### src/rtl/mips_cpu_muldiv_if.sv
// Interface bundling the muldiv request/response signals between the EX-stage controller and the unit.
interface mips_cpu_muldiv_if #(
  parameter int WIDTH = 32
);
  logic             start;
  logic [2:0]       op;
  logic [WIDTH-1:0] op_a;
  logic [WIDTH-1:0] op_b;
  logic             flush;
  logic             busy;
  logic             done;
  logic [WIDTH-1:0] hi;
  logic [WIDTH-1:0] lo;

  modport master (
    output start, op, op_a, op_b, flush,
    input  busy, done, hi, lo
  );

  modport slave (
    input  start, op, op_a, op_b, flush,
    output busy, done, hi, lo
  );
endinterface

### src/rtl/mips_cpu_muldiv.sv
// Multi-cycle MULT/MULTU/DIV/DIVU unit owning HI/LO (shift-add multiply, restoring divide).
// Optional build macro MULDIV_FAST_MULT_EN: single-cycle multiplier for MULT/MULTU.
module mips_cpu_muldiv #(
  parameter int WIDTH = 32,
  parameter int CNT_W = 6
) (
  input  logic             clk,
  input  logic             rst_n,
  mips_cpu_muldiv_if.slave bus
);

  typedef enum logic [2:0] {
    OP_NOP   = 3'b000,
    OP_MULT  = 3'b001,
    OP_MULTU = 3'b010,
    OP_DIV   = 3'b011,
    OP_DIVU  = 3'b100,
    OP_MTHI  = 3'b101,
    OP_MTLO  = 3'b110
  } op_e;

  typedef enum logic [1:0] {
    IDLE = 2'd0,
    RUN  = 2'd1,
    FIX  = 2'd2
  } state_e;

  state_e               state, state_nxt;
  logic [WIDTH-1:0]     a_reg, b_reg, a_raw;
  logic [2*WIDTH-1:0]   acc;
  logic [CNT_W-1:0]     cnt;
  logic                 is_div, neg_q, neg_r, div_zero, done_q;
  logic [WIDTH-1:0]     hi_reg, lo_reg;

  logic                 op_mul, op_div, op_signed, accept, last_iter;
  logic [WIDTH-1:0]     a_abs, b_abs;
  logic [WIDTH:0]       add_sum, r_shift, r_new;
  logic                 q_bit;
  logic [2*WIDTH-1:0]   mul_next, div_next, prod_fix;
  logic [WIDTH-1:0]     q_fix, r_fix, fix_hi, fix_lo;

  always_comb begin
    op_mul    = (bus.op == OP_MULT) || (bus.op == OP_MULTU);
    op_div    = (bus.op == OP_DIV)  || (bus.op == OP_DIVU);
    op_signed = (bus.op == OP_MULT) || (bus.op == OP_DIV);
    accept    = (state == IDLE) && bus.start && !bus.flush && (op_mul || op_div);
    a_abs     = (op_signed && bus.op_a[WIDTH-1]) ? -bus.op_a : bus.op_a;
    b_abs     = (op_signed && bus.op_b[WIDTH-1]) ? -bus.op_b : bus.op_b;
    last_iter = (cnt == CNT_W'(WIDTH - 1));
  end

  // acc holds {partial product, remaining multiplier} or {remainder, dividend/quotient}.
  always_comb begin
    add_sum  = {1'b0, acc[2*WIDTH-1:WIDTH]} + (acc[0] ? {1'b0, a_reg} : {(WIDTH+1){1'b0}});
    mul_next = {add_sum, acc[WIDTH-1:1]};
    r_shift  = {acc[2*WIDTH-1:WIDTH], acc[WIDTH-1]};
    q_bit    = (r_shift >= {1'b0, b_reg});
    r_new    = q_bit ? (r_shift - {1'b0, b_reg}) : r_shift;
    div_next = {r_new[WIDTH-1:0], acc[WIDTH-2:0], q_bit};
  end

  always_comb begin
    prod_fix = neg_q ? -acc : acc;
    q_fix    = neg_q ? -acc[WIDTH-1:0] : acc[WIDTH-1:0];
    r_fix    = neg_r ? -acc[2*WIDTH-1:WIDTH] : acc[2*WIDTH-1:WIDTH];
    if (!is_div) begin
      fix_hi = prod_fix[2*WIDTH-1:WIDTH];
      fix_lo = prod_fix[WIDTH-1:0];
    end else if (div_zero) begin
      fix_hi = a_raw;
      fix_lo = {WIDTH{1'b1}};
    end else begin
      fix_hi = r_fix;
      fix_lo = q_fix;
    end
  end

  always_ff @(posedge clk or negedge rst_n) begin
    if (!rst_n) state <= IDLE;
    else        state <= state_nxt;
  end

  always_comb begin
    state_nxt = state;
    unique case (state)
      IDLE: begin
        if (accept) begin
`ifdef MULDIV_FAST_MULT_EN
          state_nxt = op_mul ? FIX : RUN;
`else
          state_nxt = RUN;
`endif
        end
      end
      RUN:     if (last_iter) state_nxt = FIX;
      FIX:     state_nxt = IDLE;
      default: state_nxt = IDLE;
    endcase
    if (bus.flush) state_nxt = IDLE;
  end

  always_ff @(posedge clk or negedge rst_n) begin
    if (!rst_n) begin
      a_reg    <= '0;
      b_reg    <= '0;
      a_raw    <= '0;
      acc      <= '0;
      cnt      <= '0;
      is_div   <= 1'b0;
      neg_q    <= 1'b0;
      neg_r    <= 1'b0;
      div_zero <= 1'b0;
      done_q   <= 1'b0;
      hi_reg   <= '0;
      lo_reg   <= '0;
    end else begin
      done_q <= 1'b0;
      case (state)
        IDLE: begin
          if (accept) begin
            a_reg    <= a_abs;
            b_reg    <= b_abs;
            a_raw    <= bus.op_a;
            cnt      <= '0;
            is_div   <= op_div;
            neg_q    <= op_signed && (bus.op_a[WIDTH-1] ^ bus.op_b[WIDTH-1]);
            neg_r    <= op_signed && bus.op_a[WIDTH-1];
            div_zero <= op_div && (bus.op_b == '0);
`ifdef MULDIV_FAST_MULT_EN
            acc      <= op_mul ? ({{WIDTH{1'b0}}, a_abs} * {{WIDTH{1'b0}}, b_abs})
                               : {{WIDTH{1'b0}}, a_abs};
`else
            acc      <= {{WIDTH{1'b0}}, (op_div ? a_abs : b_abs)};
`endif
          end else if (bus.start && !bus.flush && (bus.op == OP_MTHI)) begin
            hi_reg <= bus.op_a;
          end else if (bus.start && !bus.flush && (bus.op == OP_MTLO)) begin
            lo_reg <= bus.op_a;
          end
        end
        RUN: begin
          if (!bus.flush) begin
            acc <= is_div ? div_next : mul_next;
            cnt <= cnt + CNT_W'(1);
          end
        end
        FIX: begin
          if (!bus.flush) begin
            hi_reg <= fix_hi;
            lo_reg <= fix_lo;
            done_q <= 1'b1;
          end
        end
        default: ;
      endcase
    end
  end

  always_comb begin
    bus.busy = (state != IDLE);
    bus.done = done_q;
    bus.hi   = hi_reg;
    bus.lo   = lo_reg;
  end

endmodule

### src/flat_wrapper.sv
// flat-port wrapper written by rule: the top's interface ports become plain ports
module mips_cpu_muldiv_flat 
#(
  parameter int WIDTH = 32,
  parameter int CNT_W = 6
)
  (clk, rst_n, bus_start, bus_op, bus_op_a, bus_op_b, bus_flush, bus_busy, bus_done, bus_hi, bus_lo);
  mips_cpu_muldiv_if #(.WIDTH(WIDTH)) bus_i ();
  input  logic clk;
  input  logic rst_n;
  input wire logic [$bits(bus_i.start)-1:0] bus_start;
  input wire logic [$bits(bus_i.op)-1:0] bus_op;
  input wire logic [$bits(bus_i.op_a)-1:0] bus_op_a;
  input wire logic [$bits(bus_i.op_b)-1:0] bus_op_b;
  input wire logic [$bits(bus_i.flush)-1:0] bus_flush;
  output wire logic [$bits(bus_i.busy)-1:0] bus_busy;
  output wire logic [$bits(bus_i.done)-1:0] bus_done;
  output wire logic [$bits(bus_i.hi)-1:0] bus_hi;
  output wire logic [$bits(bus_i.lo)-1:0] bus_lo;
  assign bus_i.start = bus_start;
  assign bus_i.op = bus_op;
  assign bus_i.op_a = bus_op_a;
  assign bus_i.op_b = bus_op_b;
  assign bus_i.flush = bus_flush;
  assign bus_busy = bus_i.busy;
  assign bus_done = bus_i.done;
  assign bus_hi = bus_i.hi;
  assign bus_lo = bus_i.lo;
  mips_cpu_muldiv #(.WIDTH(WIDTH), .CNT_W(CNT_W)) u_core (.clk(clk), .rst_n(rst_n), .bus(bus_i));
endmodule
### config.mk
export PLATFORM = sky130hd
export DESIGN_NAME = mips_cpu_muldiv_flat
export DESIGN_NICKNAME = d
export VERILOG_FILES = /design/src/rtl/mips_cpu_muldiv_if.sv /design/src/rtl/mips_cpu_muldiv.sv /design/src/flat_wrapper.sv
export SDC_FILE = /design/constraint.sdc
export NUM_CORES = 1
export LEC_CHECK = 0
export CAP_MARGIN = 20
export CORE_MARGIN = 2
export CORE_UTILIZATION = 35
export CTS_CLUSTER_DIAMETER = 100
export CTS_CLUSTER_SIZE = 40
export DETAILED_ROUTE_END_ITERATION = 8
export PLACE_DENSITY = 0.6
export SETUP_SLACK_MARGIN = 0.15
export SLEW_MARGIN = 20
export SYNTH_ARGS = -nofsm -noshare
export SYNTH_HDL_FRONTEND = slang
export SYNTH_SLANG_ARGS = --single-unit
export TNS_END_PERCENT = 30
### constraint.sdc
create_clock -name clk -period 9.3 [get_ports clk]
set_input_delay 1.86 -clock clk [delete_from_list [all_inputs] [get_ports clk]]
set_output_delay 1.86 -clock clk [all_outputs]
set_load 0.005 [all_outputs]
* Word level (Yosys, flattened, before mapping) *
Index checks and enable logic that the tools add are counted.

storage, ports and cells
  output and inout port bits = 66
  bits of input ports = 71
  logic and storage cells = 100
  register bits after elaboration = 237

operators by class
  reductions and logical operators = 25
  $lt $le $gt $ge = 1
  mux-type cells = 34
  bitwise gates (word level) = 1
  equal/unequal tests = 18
  add/sub/neg operators = 8

operators with widths
  cell                   number
  $mux W32               18
  $mux W64               4
  $neg A32 Y32           4
  $pmux W32 S2           2
  $pmux W64 S2           1
  $neg A64 Y64           1
  $add A32 B32 Y33       1
  $ge A33 B32 Y1         1
  $logic_not A32 Y1      1
  $sub A32 B32 Y32       1
  $mux W6                2
  $ne A2 B2 Y1 const B   6
  $pmux W6 S2            1
  $logic_and A1 B1 Y1    10
  $eq A3 B3 Y1 const B   3
  $add A6 B1 Y6 const B  1
  $eq A3 B2 Y1 const B   2
  $eq A6 B5 Y1 const B   1
  $mux W2                3
  $ne A3 B2 Y1 const B   2
  $reduce_bool A2 Y1     3
  $reduce_and A5 Y1      1
  $logic_or A1 B1 Y1     4
  $pmux W2 S2            1
  11 further kinds       13

* Depth between registers and ports, before layout *
Gate-level depths: netlist of run 1.

  word-level depth = 7
  mapped depth = 15
  depth with buffers taken out = 13

* Worst setup path before layout of run 1 *
No wires, ideal clock.

  kind = input port to flip-flop
  from = input bus_op_b[10]
  to = register u_core.acc[24]
  buffers on the path = 0
  library setup time = 0.126 ns
  stages = 8
  data arrival time = 4.072 ns
  required time = 9.174 ns
  slack = 5.102 ns
  cells stage by stage = or4_1 > or3_1 > nor3b_1 > nand2_1 > o21ai_0 > xor2_1 > mux2i_1 > a221o_1

on the way
  longest elaborated chain between the ends = 5

RTL lines
  item                    RTL line                text
  start: declaration      flat_wrapper.sv:14      input wire logic [$bits(bus_i.op_b)-1:0] bus_op_b;
  $neg A32 Y32            mips_cpu_muldiv.sv:48   b_abs = (op_signed && bus.op_b[WIDTH-1]) ? -bus.op_b : bus.op_b;
  $mux W32                mips_cpu_muldiv.sv:48
  $mux W32                mips_cpu_muldiv.sv:133  acc <= {{WIDTH{1'b0}}, (op_div ? a_abs : b_abs)};
  $mux W64                mips_cpu_muldiv.sv:120  if (accept) begin
  $pmux W64 S2            mips_cpu_muldiv.sv:118  case (state)
  end signal: assignment  mips_cpu_muldiv.sv:133
  end signal: assignment  mips_cpu_muldiv.sv:143  acc <= is_div ? div_next : mul_next;
  end: declaration        mips_cpu_muldiv.sv:30   logic [2*WIDTH-1:0] acc;

Every way passes these cells. The select of a mux whose other input is x is not followed.
A chain may end at the register's enable or synchronous reset.

* Worst setup path in the final report of run 1 *
  from = input bus_op_a[0]
  to = register u_core.acc[30]

on the way
  longest elaborated chain between the ends = 5

RTL lines
  item                RTL line                text
  start: declaration  flat_wrapper.sv:13      input wire logic [$bits(bus_i.op_a)-1:0] bus_op_a;
  $neg A32 Y32        mips_cpu_muldiv.sv:47   a_abs = (op_signed && bus.op_a[WIDTH-1]) ? -bus.op_a : bus.op_a;
  $mux W32            mips_cpu_muldiv.sv:47
  $mux W32            mips_cpu_muldiv.sv:133
  $mux W64            mips_cpu_muldiv.sv:120
  $pmux W64 S2        mips_cpu_muldiv.sv:118

Every way passes these cells. The select of a mux whose other input is x is not followed.

==> results of run 1 <==
==> metrics by stage <==
step | cells | total power, mW
2_1_floorplan | 2293 | 3.73
3_3_place_gp | 2962 | 4.73
3_5_place_dp | 2962 | 4.76
4_1_cts | 2986 | 5.57
5_1_grt | 2986 | 5.98
6_report | 2987 | 5.59
==> power by group through the flow <==
stage	clock network, mW	logic, mW	registers [mW]
floorplan	0	2.22	1.50
global placement	0	2.94	1.80
detailed placement	0	2.95	1.81
CTS	0.816	2.97	1.78
global route	0.844	3.31	1.82
finish	0.804	3.00	1.79
==> final cells by class <==
type | instances | area (um^2) | area share
multi-input combinational | 1822 | 11200 | 0.553
clock inverter | 7 | 136 | 0.00672
antenna | 1 | 2.50 | 0.000123
tap | 680 | 851 | 0.0419
clock buffer | 17 | 393 | 0.0194
sequential | 236 | 5910 | 0.291
timing repair buffer | 154 | 1510 | 0.0746
inverter | 70 | 263 | 0.0130
==> layer usage <==
metal,global-route usage,vias to the layer above
li1,-,8119
met1,0.341,8521
met2,0.417,718
met3,0.0354,139
met4,0.0903,2
met5,0,-
==> worst max-delay path by stage <==
stage / endpoint / cells after the start
after floorplan: u_core.acc[24]$_DFFE_PN0P_ / 8
after global placement: u_core.acc[30]$_DFFE_PN0P_ / 12
after detailed placement: u_core.acc[30]$_DFFE_PN0P_ / 12
after CTS: u_core.acc[30]$_DFFE_PN0P_ / 12
after global routing: u_core.acc[24]$_DFFE_PN0P_ / 9
final: u_core.acc[30]$_DFFE_PN0P_ / 12
==> cells in the mapped netlist (11+ instances only) <==
library cell,number,area share
o21ai_1,11,0.0031
nor4_1,17,0.0059
nand4_1,14,0.0049
nor3_1,37,0.010
a221oi_1,26,0.013
a22oi_1,12,0.0050
or3_1,17,0.0059
buf_1,11,0.0023
nand2_1,390,0.081
ha_1,69,0.048
mux2i_1,43,0.024
a31oi_1,37,0.013
or4_1,14,0.0058
o22ai_1,34,0.012
xor2_1,92,0.045
xnor2_1,113,0.055
inv_1,69,0.014
nor2_1,144,0.030
clkbuf_1,148,0.031
nor2b_1,11,0.0038
o21ai_0,259,0.072
nand2b_1,13,0.0045
a21o_1,26,0.011
and2_1,42,0.015
dfrtp_1,236,0.33
o31ai_1,27,0.011
o41ai_1,13,0.0063
nand3_1,39,0.011
a211oi_1,17,0.0071
a21oi_1,150,0.042
and3_1,25,0.0087
==> cell families after synthesis <==
logic type                 Yosys count
muxes                               49
DFF                                236
AOI/OAI and AO/OA                  692
xor gates and xnor gates           205
and+or+nand+nor                    805
adders and majority gates           71
buffers and inverters              235
==> critical path: stages <==
cell and delay [ns]:
clkdlybuf4s50_1 0.58, inv_1 0.15, ha_1 0.17, nor3b_1 0.41, nor4bb_1 0.71, and2_1 0.30
nand2_1 0.18, o41ai_1 0.44, xor2_1 0.25, a21oi_1 0.10, a21oi_1 0.15, a21oi_1 0.07
==> results.md, run 1 <==
- Via-per-instance ratio: 5.86
- Fin util: 0.398
- Switching Fraction: 0.478
- Syn-to-layout area delta: 12.9%
- DR top layer: met5
- DP HPWL: 52.1 mm
- Vias in the first global route: 16,700
- Syn_area_per_cell: 7.84 um^2
- Biggest register: u_core.acc
- Count of state elements after synthesis: 236
- Core area: 51,000 um^2
- Hold WC Path Type: flip-flop to flip-flop
- Wl on met1: 29.2 mm
- WL met2: 32.2 mm
- Largest family of logic cells by synthesized area: compound AO/OA/AOI/OAI gates
- Number of I/O port buffers: 136
- Yosys cell types: 79
- Final ANT Viol Nets: 0
- Syn_nets: 2,435
- Worst setup startpoint: bus_op_a[0]
- Drt wl/cell: 23.1 um
- Post-CTS sizing: 0
- Dpl ws: 3.86 ns
- CP arrival: 5.37 ns
- Clock Pin Slew Worst Setup and Hold Paths: 0.10 ns
- Number of flops mapped to enable cells by yosys: 0
- Clock tree buffer depth: 3
- FMAX: 201 MHz
- CP Data Required Time: 9.69 ns
- Setup_tns: 0 ns
- CTS Sinks: 236
- PwrDens: 276 nW/um^2
- Async SR Flop Fraction: 1.00
- Post-CTS setup buffers: 0
- Routed wire length: 69.0 mm
- Setup ws final: 4.32 ns
- Maximum vdd ir drop: 0.145 mV
- Pin count of the biggest net entering global routing: 155
- Cts hold-fix bufs: 0
- Top Ports: 137
- Worst Path Class, Setup: input port to flip-flop
- XOR/XNOR Fraction of Synth Area: 0.0999
- Starting Density: 0.352
- R2r endpoint: u_core.bus.hi[10]$_DFFE_PN0P_
- Horiz. Die Dim: 231 um
- Fin crit share: 0.535
- Worst Tran Pin Value: 1.12 ns
- Synth Area in Simple Gates: 0.207
- First-pass GRT wire length: 104 mm
- Hold Startpoint: u_core.a_reg[17]$_DFFE_PN0P_
- H-tree depth: 1
- Final GP Congestion: 0.930
- Register area share after synthesis: 0.329
- RSZ-0062 raised after global routing: no
- Commonest non-fill, non-tap cell in the layout: nand2_1
- Hold endpoint: u_core.a_reg[17]$_DFFE_PN0P_
- CTS tree: built
- Adder-cell share of the synthesized area: 0.0503
- Placed Area: 19,800 um^2
- Clk pwr share: 0.144
- Overall routing resource usage: 0.254
- Metal3 WL: 4.93 mm
- Final hold violations: 0
- Via Count: 17,500
- Share of cells above drive strength 1: 0.0382
- Initial antenna violation count: 3
- Die Ht: 231 um
- Finish-stage setup viols: 0
- RR Startpoint: u_core.acc[0]$_DFFE_PN0P_
- Reg2reg path depth: 11
- Fin crit period: 4.98 ns
- MaxCap Viol Count: 0
- Area of the mapped netlist: 18,000 um^2
- Clk Latency, worst-skew pair: 0.52 ns
- Pleak: 8.47 nW
- DRC errors left: 0
- Register-to-register setup slack: 5.36 ns
- Site Rows: 83
- Fin nets: 2,440
- Die Area: 53,200 um^2
- CTS Buf Count: 14
- Initial DRC count: 1,692
- NetSw: 2.68 mW
- Synth Instances: 2,293
- Clk_skew: 0.0218 ns
- Fillcell total: 5,181
- Grt total ovfl: 0
- Fin area: 20,300 um^2
- Drt first pass iters: 6
- Crit path max fanout: 6
- Hold path depth: 2
- WHS: 0.484 ns
- Crit start category: input port
- Status: completed
- Internal power: 2.92 mW
- Sequential power share: 0.321
- Mux contribution to synthesized area: 0.0277
- Max reg flops: 64
- Ys flop type: dfrtp_1
- CTS root buf: clkbuf_16
- Slew headroom: 0.254
- Combinational share of power: 0.536
- Most frequent cells in the layout: nand2_1 (389), o21ai_0 (259), dfrtp_1 (233), a21oi_1 (149), nor2_1 (142)
- Yosys warnings: 0
- Synth Area in Compound Gates: 0.235
- CP endpoint kind: flip-flop
- Final count of pins violating max slew: 0
Power figures use the tool's default switching activity.
==> run 2: changes to the inputs <==
Settings changed: PLACE_DENSITY 0.6 to 0.62.
Clock period 9.3 ns to 4.1 ns, I/O delays scaled along.
==> run 2 against run 1 <==
Compared with the run above: total power increased by 130%; non-clock buffer count increased by 94; worst hold slack got worse by 0.34 ns; final area increased by 3.2%; register-to-register slack got worse by 4.9 ns; clock skew increased by 0.066 ns; die area unchanged; sequential share of layout area decreased by 0.90 points; clock-buffer cell count decreased by 4; critical path type is now flip-flop to flip-flop.
==> results.md, run 2 (synthesis results as in run 1) <==
- Most frequent cells in the layout: nand2_1 (389), o21ai_0 (259), dfrtp_1 (233), a21oi_1 (149), nor2_1 (143)
- Via-per-instance ratio: 5.91
- Via Count: 18,200
- Vias in the first global route: 17,600
- Starting Density: 0.352
- Crit path max fanout: 13
- Horiz. Die Dim: 231 um
- Fin crit period: 3.69 ns
- Fin area: 20,900 um^2
- Final count of pins violating max slew: 0
- CTS Sinks: 236
- Number of I/O port buffers: 136
- Drt first pass iters: 5
- Drt wl/cell: 23.6 um
- CTS root buf: clkbuf_16
- Switching Fraction: 0.483
- Overall routing resource usage: 0.267
- Fin crit share: 0.900
- Site Rows: 83
- Status: completed
- Combinational share of power: 0.593
- Cts hold-fix bufs: 0
- Syn-to-layout area delta: 16.5%
- Finish-stage setup viols: 0
- Die Ht: 231 um
- Placed Area: 20,500 um^2
- Worst path bufs/invs: 0
- Maximum vdd ir drop: 0.360 mV
- CP endpoint kind: flip-flop
- CP arrival: 4.12 ns
- Final hold violations: 0
- Internal power: 6.64 mW
- Core area: 51,000 um^2
- DRC errors left: 0
- Grt total ovfl: 0
- WHS: 0.146 ns
- Final GP Congestion: 0.979
- Worst Path Class, Setup: flip-flop to flip-flop
- Max reg flops: 64
- First-pass GRT wire length: 109 mm
- Fin nets: 2,533
- Initial antenna violation count: 2
- Top Ports: 137
- Initial DRC count: 1,941
- CP delay by family, top: simple AND/OR/NAND/NOR gates
- NetSw: 6.20 mW
- PwrDens: 613 nW/um^2
- Power, Total: 12.8 mW
- CP Cell Sequence: or4_1 -> or4_1 -> nor3_2 -> or3b_4 -> or2_2 -> o21ai_1 -> xnor2_1 -> o21ai_0 -> o21ai_0
- Worst Tran Pin Value: 1.00 ns
- Final ANT Viol Nets: 0
- DP HPWL: 55.9 mm
- Crit start category: flip-flop
- Clk Latency, worst-skew pair: 0.56 ns
- Fin util: 0.410
- Pin count of the biggest net entering global routing: 126
- Clock tree buffer depth: 3
- CTS Buf Count: 13
- Post-CTS sizing: 0
- Final std cells w/o fill: 3,075
- Die Area: 53,200 um^2
- Biggest register: u_core.acc
- Clk pwr share: 0.120
- Ant diodes: 0
- Sequential power share: 0.287
- Clock Pin Slew Worst Setup and Hold Paths: 0.17 ns
- Hold WC Path Type: input port to asynchronous set/reset pin
- H-tree depth: 1
- Clk_skew: 0.0880 ns
- Post-CTS setup buffers: 0
- CP Data Required Time: 4.53 ns
- MaxCap Viol Count: 0
- FMAX: 271 MHz
- CTS tree: built
- Share of cells above drive strength 1: 0.0739
- Crit-path slowest cell: or4_1
- Pleak: 8.90 nW
- Largest stage delay, worst path: 0.65 ns
- Slew headroom: 0.331
- Routed wire length: 72.5 mm
- Commonest non-fill, non-tap cell in the layout: nand2_1
- RSZ-0062 raised after global routing: yes
- Dpl cells: 3,055
-- run 2: area by class of cell --
cell class,count,area (um^2)
well taps,680,851
repair buffers,248,2280
flip-flops and latches,236,5910
multi-input cells,1822,11200
inverters,70,263
clock inverters,6,75.1
fillers,5204,30100
clock buffers,13,325
-- run 2: through the flow --
stage,TNS (ns),setup WS (ns)
after floorplan,0,0.942
after global placement,-0.864,-0.276
after detailed placement,0,0.163
after CTS,0,0.420
after global routing,0,0.128
final,0,0.411
-- run 2: layer usage --
metal  wire length (um)  GRT usage  up-vias
li1                   -          -     8301
met1              31100      0.367     8943
met2              32300      0.418      766
met3               5940     0.0514      167
met4               3160     0.0976        4
met5                 18          0        -
-- run 2: worst register-to-register path, cell delays in order, from the launching register on --
cell and delay (ns):
dfrtp_1 0.43, or4_1 0.65, or4_1 0.52, nor3_2 0.31, or3b_4 0.56, or2_2 0.41, o21ai_1 0.17, xnor2_1 0.09
o21ai_0 0.31, o21ai_0 0.12
-- run 2: final timing paths --
| kind | slack [ns] | startpoint | end | cells past startpoint |
|---|---|---|---|---|
| max | 0.41 | u_core.acc[26]$_DFFE_PN0P_ | u_core.bus.hi[10]$_DFFE_PN0P_ | 9 |
| min | 0.15 | rst_n | u_core.a_reg[2]$_DFFE_PN0P_ | 1 |
| max reg2reg | 0.41 | u_core.acc[26]$_DFFE_PN0P_ | u_core.bus.hi[10]$_DFFE_PN0P_ | 9 |
| min reg2reg | 0.48 | u_core.a_raw[25]$_DFFE_PN0P_ | u_core.a_raw[25]$_DFFE_PN0P_ | 2 |
| max in group asynchronous | 2.70 | rst_n | u_core.acc[12]$_DFFE_PN0P_ | 3 |
| min in group clk | 0.48 | u_core.a_raw[25]$_DFFE_PN0P_ | u_core.a_raw[25]$_DFFE_PN0P_ | 2 |
-- run 2: power groups by stage --
stage                     logic (mW)  registers [mW]  clock network [mW]
after floorplan                 5.04            3.41                   0
after global placement          7.41            3.68                   0
after detailed placement        7.47            3.71                   0
after CTS                       7.51            3.65                1.56
after global routing            8.34            3.74                1.64
final                           7.61            3.68                1.54
